File: config.mk
export PLATFORM = sky130hd
export DESIGN_NAME = async_counter
export DESIGN_NICKNAME = d
export VERILOG_FILES = /design/src/rtl/async_counter_pkg.sv /design/src/rtl/async_counter_t_ff.sv /design/src/rtl/async_counter.sv
export SDC_FILE = /design/constraint.sdc
export NUM_CORES = 1
export LEC_CHECK = 0
export BUFFER_PORTS_ARGS = -buffer_cell sky130_fd_sc_hd__buf_2
export CAP_MARGIN = 40
export CORE_AREA = 4 4 41 43
export CTS_CLUSTER_SIZE = 28
export DETAILED_ROUTE_END_ITERATION = 7
export DIE_AREA = 0 0 45 47
export GPL_ROUTABILITY_DRIVEN = 0
export HOLD_SLACK_MARGIN = 0.05
export SLEW_MARGIN = 20
export SYNTH_ARGS = -nofsm -noshare
export SYNTH_HDL_FRONTEND = slang
export SYNTH_SLANG_ARGS = --single-unit
File: constraint.sdc
create_clock -name clk -period 1.4 [get_ports clk]
set_input_delay 0.07 -clock clk [delete_from_list [all_inputs] [get_ports clk]]
set_output_delay 0.07 -clock clk [all_outputs]
set_load 0.02 [all_outputs]
File: src/rtl/async_counter_pkg.sv
// async_counter_pkg: shared width default and reset-value constants for the ripple down counter
package async_counter_pkg;
    localparam int width_def = 4;
    localparam logic [width_def-1:0] all_ones = '1;
    localparam logic [width_def-1:0] zero = '0;
endpackage

File: src/rtl/async_counter_t_ff.sv
// t_ff: toggle flip-flop with asynchronous active-high clear and inverted output
module t_ff (
    input  logic clk,
    input  logic rst,
    input  logic t,
    output logic q,
    output logic qbar
);
    always_ff @(posedge clk or posedge rst) begin
        if (rst) q <= 1'b0;
        else if (t) q <= ~q;
    end
    assign qbar = ~q;
endmodule

File: src/rtl/async_counter.sv
// async_counter: ripple down counter, each stage clocked by the rising edge of the previous stage's q
module async_counter
    import async_counter_pkg::*;
#(
    parameter int WIDTH = width_def
) (
    input  logic             clk,
    input  logic             rst,
    output logic [WIDTH-1:0] count,
    output logic [WIDTH-1:0] countbar
);
    for (genvar i = 0; i < WIDTH; i++) begin : g_stage
        if (i == 0) begin : g_first
            t_ff u_t_ff (
                .clk(clk),
                .rst(rst),
                .t(1'b1),
                .q(count[i]),
                .qbar(countbar[i])
            );
        end else begin : g_ripple
            // a rising q below means that bit just borrowed, so this bit flips
            t_ff u_t_ff (
                .clk(count[i-1]),
                .rst(rst),
                .t(1'b1),
                .q(count[i]),
                .qbar(countbar[i])
            );
        end
    end
endmodule

# Yosys cells after proc, flatten, opt, wreduce, memory -nomap -nowiden
# Index checks and enable logic that the tools add are counted.
word_totals:
  regBits: 4
  in_bits: 2
  out_inout_bits: 8
  wordCells: 8
classes:
  bitwise_logic: 4
ops:
  columns: ["operator", "n"]
  rows:
  - ["1-bit NOT", 4]

# Logic depth before layout (Yosys ltp)
# Gate-level depths: netlist (run 1).
logic_depth:
  depth_word: 1
  depth_mapped: 2
  depth_no_buf: 1

# Hierarchy
# From an unflattened synthesis (run 1), not the netlist that was laid out.
unflattened:
  cells_unflattened: 17
  hier_area_um2: 168.9
by_module_without_submodules:
  columns: ["mod", "n_inst", "cells_each", "area_each_um2", "seq_area_each_um2"]
  rows:
  - ["t_ff", 4, 4, 41.3, 25.0]
  - ["async_counter", 1, 1, 3.8, 0.0]

==> flow_metrics.py, run 1 <==
metrics = {
    "sta": {
        "drv_slew": 0,
        "max_freq_mhz": 1507,
        "relSlewSlack_pct": 89.13,
        "min_period_ns": 0.6634,
        "post-route-period-util_pct": 47.39,
        "finalHoldViolations": 0,
        "unclocked_pins": 3,
        "rsz0062_at_grt": "no",
        "untimed_endpoints": 9,
        "tns_ns": 0,
        "skew_ns": 0,
        "setup_violations": 0,
        "tightest_slew_ns": 0.1629,
    },
    "die": {
        "io_pins": 10,
        "initial_core_util_pct": 13.75,
        "coreArea_mm2": 0.001301,
        "chipWidth_um": 45,
        "die_h_um": 47,
        "die_area_mm2": 0.002115,
        "std_cell_rows": 13,
    },
    "outcome": {
        "status": "completed",
    },
    "job": {
        "maxCapViolations": 0,
    },
    "global_route": {
        "gr-usage-met3_pct": 0.3831,
        "grt_use_total_pct": 2.141,
        "grt_max_degree": 5,
        "use_met1_pct": 3.218,
        "busiest_layer": "met2",
        "grt.overflow.total": 0,
        "grt_pass1_vias": 87,
        "met2_usage_pct": 3.390,
        "grt_first_pass_wirelength_um": 372,
        "grt_antenna_before_repair": 0,
    },
    "logic_synthesis": {
        "synth-seq-cells": 4,
        "synthMuxAreaShare_pct": 0,
        "ys_async_sr_fraction_pct": 100.0,
        "synth_fp_nets": 19,
        "synth_compound_area_share_pct": 0,
        "netlist_area_um2": 178.9,
        "synth-simple-area-share_pct": 0,
        "synth.area.top_cells": "dfrtp_1, buf_4, inv_1",
        "synth_top_family_by_area": "buffers and inverters",
        "yosys.area.top_type": "dfrtp_1",
        "synth_common_cells": "buf_4, inv_1, dfrtp_1",
        "yosysWarnings": 0,
        "synth_flop_cell": "dfrtp_1",
        "synth_top_area_share_pct": 55.94,
        "synth-xor-area-share_pct": 0,
        "synth_cells": 17,
        "synthAdderAreaFrac_pct": 0,
        "synth_area_per_cell_um2": 10.52,
        "yosysMostFrequentCell": "buf_4",
        "ys_seq_area_share_pct": 55.94,
        "synth-edff-count": 0,
        "ys_types": 3,
    },
    "cells_and_area": {
        "fin_area_um2": 192.7,
        "antennaDiodeCount": 0,
        "multiInputGateArea_um2": 0,
        "nNetsFinal": 23,
        "synthToLayoutAreaGrowth_pct": 7.692,
        "drive_above_1_share_pct": 47.37,
        "multi_input_cells": 0,
    },
    "power": {
        "ir_drop_mv": 0.1340,
        "cellPowerDensity_mw_per_mm2": 182.5,
        "p_leak_nw": 0.1233,
    },
    "detailed_routing": {
        "drc": 0,
        "final_antenna_net_count": 0,
        "wire_per_inst_um": 6.353,
        "drt_iter0_markers": 0,
        "via_per_inst": 2.706,
        "drt-pass1-iter-count": 1,
        "vias": 92,
        "wirelength_um": 216,
    },
    "setup_path": {
        "criticalPathCategory": "in -> async",
        "crit_slowest_cell": "dlygate4sd3_1",
        "cp_max_fo": 4,
        "end_kind": "async pin",
        "required_ns": 1.59,
        "cpPeakStageDelay_ns": 0.53,
        "crit_chain": "dlygate4sd3_1 -> buf_2 -> inv_1",
        "cp-start-kind": "input port",
        "cp.arrival_ns": 0.85,
    },
    "clock_network": {
        "cts_resized": 0,
        "clkLatencyLatePin_ns": 0,
        "clkTransAtPathRegs_ns": 0,
    },
    "placed_design": {
        "dpl_cell_area_um2": 182.7,
        "port_buffers": 9,
    },
    "min_path": {
        "hold_class": "reg -> reg",
    },
}
## flip-flops by register name (all words and copies together) (netlist names)
name	count
g_stage.g_first.u_t_ff.q	1
g_stage.g_ripple.u_t_ff.q	3
## per-stage QoR
step / total power [W] / setup WS [ns] / hold WS (ns) / utilization, % / instances
floorplan: 0.00003126 / 0.7806 / -0.1639 / - / 17
global placement: 0.00003309 / 0.7464 / -0.04243 / 14.04 / 33
detailed placement: 0.00003327 / 0.7318 / -0.03717 / 14.04 / 33
CTS: 0.00003542 / 0.7217 / 0.4582 / 14.81 / 34
global route: 0.00003631 / 0.6635 / 0.4822 / 14.81 / 34
finish: 0.00003517 / 0.7366 / 0.4480 / 14.81 / 34
## cell type report
class / count / area, µm²
fillers: 148 / 1109
flip-flops and latches: 4 / 100.1
repair buffers: 10 / 55.05
inverters: 5 / 18.77
well taps: 15 / 18.77
## final timing paths
path	end	cells after the start	start	slack, ns
setup / recovery	g_stage[0].g_first.u_t_ff.q$_DFF_PP0_	3	rst	0.74
max in group clk	countbar[0]	2	g_stage[0].g_first.u_t_ff.q$_DFF_PP0_	0.74
min in group asynchronous	g_stage[0].g_first.u_t_ff.q$_DFF_PP0_	3	rst	0.51
setup reg to reg	g_stage[0].g_first.u_t_ff.q$_DFF_PP0_	1	g_stage[0].g_first.u_t_ff.q$_DFF_PP0_	0.88
hold / removal	g_stage[0].g_first.u_t_ff.q$_DFF_PP0_	1	g_stage[0].g_first.u_t_ff.q$_DFF_PP0_	0.45
hold reg to reg	g_stage[0].g_first.u_t_ff.q$_DFF_PP0_	1	g_stage[0].g_first.u_t_ff.q$_DFF_PP0_	0.45
## layer usage
layer,routed length (µm),part of all wire [%]
met1,103,48
met2,60,28
met3,52,24
met4,0,0
met5,0,0
## cells in the final DEF (no fill, tap or decap)
master	netlist	routed
dfrtp_1	4	4
buf_2	0	9
inv_1	5	5
dlygate4sd3_1	0	1
## worst max-delay path, delay by kind of cell
family / cells / cell delay (ns)
buffers and inverters: 3 / 0.78
## timing repair
| action | CTS | global route |
|---|---|---|
| hold endpoints to repair | 1 | 0 |
| buffers inserted | 0 | 0 |
| hold buffers | 1 | 0 |
## power breakdown
group	switching, W	internal (W)	total, W
clock	0	0	0
combinational	0.00000285	0.00000299	0.00000583
sequential	0	0.0000293	0.0000293
## cell families after synthesis
| group | count (synthesis) |
|---|---|
| buffers and inverters | 13 |
| DFF | 4 |
Power figures use the tool's default switching activity.
==> inputs of run 2 (changes only) <==
- ABC_AREA: not set -> 1
- clock period: 1.4 -> 0.8 ns (I/O delays scaled with it)
==> run 2 against run 1 <==
  * Setup slack lost 0.57 ns
  * Via count shrank 2.2%
  * Sequential cell count is the same
  * Register-to-register slack lost 0.59 ns
  * Global-route usage grew 0.079 points
  * Final cell count is the same
  * Design area is the same
  * Hold slack lost 0.0017 ns
  * Highest routed layer unchanged
==> flow_metrics.py, run 2 (same netlist as run 1, synthesis figures left out) <==
metrics = {
    "power": {
        "p_int_w": 0.00005656,
        "p_seq_share_pct": 83.6,
        "p_sw_w": 0.000004880,
        "sw_frac_of_total_pct": 7.942,
        "power_frac_clock_pct": 0,
        "p_leak_nw": 0.1233,
        "ir_drop_mv": 0.2309,
        "p_comb_share_pct": 16.4,
        "cellPowerDensity_mw_per_mm2": 318.9,
    },
    "cells_and_area": {
        "n_fill_cell": 147,
        "regArea_um2": 100.1,
        "multiInputGateArea_um2": 0,
        "largestRegisters": "g_stage.g_ripple.u_t_ff.q: 3 flops, g_stage.g_first.u_t_ff.q: 1 flops",
        "drive_above_1_share_pct": 47.37,
        "antennaDiodeCount": 0,
        "nNetsFinal": 23,
        "utilization_pct": 14.81,
        "layout_commonest_cell": "buf_2",
        "largest_reg_flops": 3,
        "final_cells": 34,
        "layout_common_cells": "buf_2, inv_1, dfrtp_1",
        "regMostFlops": "g_stage.g_ripple.u_t_ff.q",
        "synthToLayoutAreaGrowth_pct": 7.692,
        "multi_input_cells": 0,
    },
    "detailed_routing": {
        "drt_iter0_markers": 0,
        "drt-pass1-iter-count": 1,
        "vias": 90,
        "via_per_inst": 2.647,
        "final_antenna_net_count": 0,
        "wire_per_inst_um": 6.147,
        "wirelength_um": 209,
        "drc": 0,
    },
    "global_route": {
        "grt_pass1_vias": 93,
        "grt_max_degree": 5,
        "grt_antenna_before_repair": 0,
        "grt.overflow.total": 0,
        "grt_first_pass_wirelength_um": 379,
        "grt_use_total_pct": 2.220,
    },
    "die": {
        "initial_core_util_pct": 13.75,
        "coreArea_mm2": 0.001301,
        "die_h_um": 47,
        "chipWidth_um": 45,
        "std_cell_rows": 13,
        "die_area_mm2": 0.002115,
        "io_pins": 10,
    },
    "sta": {
        "setup_violations": 0,
        "post-route-period-util_pct": 78.89,
        "drv_slew": 0,
        "unclocked_pins": 3,
        "tightest_slew_ns": 0.1590,
        "skew_ns": 0,
        "untimed_endpoints": 9,
        "max_freq_mhz": 1584,
        "min_period_ns": 0.6311,
        "tns_ns": 0,
        "fin_ws_ns": 0.1689,
        "relSlewSlack_pct": 89.39,
        "rsz0062_at_grt": "no",
        "finalHoldViolations": 0,
    },
    "clock_network": {
        "clkTransAtPathRegs_ns": 0,
        "clkLatencyLatePin_ns": 0,
        "cts_resized": 0,
    },
    "setup_path": {
        "required_ns": 0.99,
        "r2r_setup_slack_ns": 0.29,
        "cp-start-kind": "input port",
        "cp.arrival_ns": 0.82,
        "cp_max_fo": 4,
        "criticalPathCategory": "in -> async",
        "end_kind": "async pin",
    },
    "placed_design": {
        "dp_hpwl_um": 198.7,
        "dp_cells": 33,
        "port_buffers": 9,
        "place_ws_ns": 0.1661,
    },
    "job": {
        "maxCapViolations": 0,
    },
    "outcome": {
        "status": "completed",
    },
    "min_path": {
        "hold_class": "reg -> reg",
    },
}
## run 2: final cells by class
type	count	area share, %
inverter	5	9.740
timing repair buffer	10	28.57
tap	15	9.740
sequential	4	51.95
## run 2: path summary, 6_finish.rpt
check	end	start	cells past startpoint
min	g_stage[0].g_first.u_t_ff.q$_DFF_PP0_	g_stage[0].g_first.u_t_ff.q$_DFF_PP0_	1
min in group asynchronous	g_stage[0].g_first.u_t_ff.q$_DFF_PP0_	rst	3
max in group clk	countbar[0]	g_stage[0].g_first.u_t_ff.q$_DFF_PP0_	2
max	g_stage[0].g_first.u_t_ff.q$_DFF_PP0_	rst	3
max reg2reg	g_stage[0].g_first.u_t_ff.q$_DFF_PP0_	g_stage[0].g_first.u_t_ff.q$_DFF_PP0_	1
min reg2reg	g_stage[0].g_first.u_t_ff.q$_DFF_PP0_	g_stage[0].g_first.u_t_ff.q$_DFF_PP0_	1
## run 2: timing repair
item	CTS	global route
hold buffers	1	0
setup buffers	0	0
endpoints found under the hold margin	1	0
## run 2: critical path, cell delays in order
cell	delay, ns
dlygate4sd3_1	0.53
buf_2	0.12
inv_1	0.13
## run 2: power groups by stage
stage | combinational [W] | sequential (W) | clock [W]
4_1_cts | 0.0000106 | 0.0000513 | 0
5_1_grt | 0.0000123 | 0.0000513 | 0
6_report | 0.0000101 | 0.0000513 | 0
3_3_place_gp | 0.00000655 | 0.0000513 | 0
2_1_floorplan | 0.00000337 | 0.0000513 | 0
3_5_place_dp | 0.00000690 | 0.0000513 | 0
## run 2: stage by stage
step                      cell area, µm²  total power [W]  hold WS (ns)
after floorplan                    178.9       0.00005471       -0.1939
after global placement             182.7       0.00005789      -0.07273
after detailed placement           182.7       0.00005824      -0.06677
after CTS                          192.7       0.00006198        0.4484
after global routing               192.7       0.00006368        0.4837
final                              192.7       0.00006144        0.4463
## run 2: routing by layer
metal	wire [µm]	vias to the layer above	GRT usage [%]
li1	-	43	-
met1	97	37	3.218
met2	57	10	3.672
met3	54	0	0.3831
met4	0	0	0
met5	0	-	0
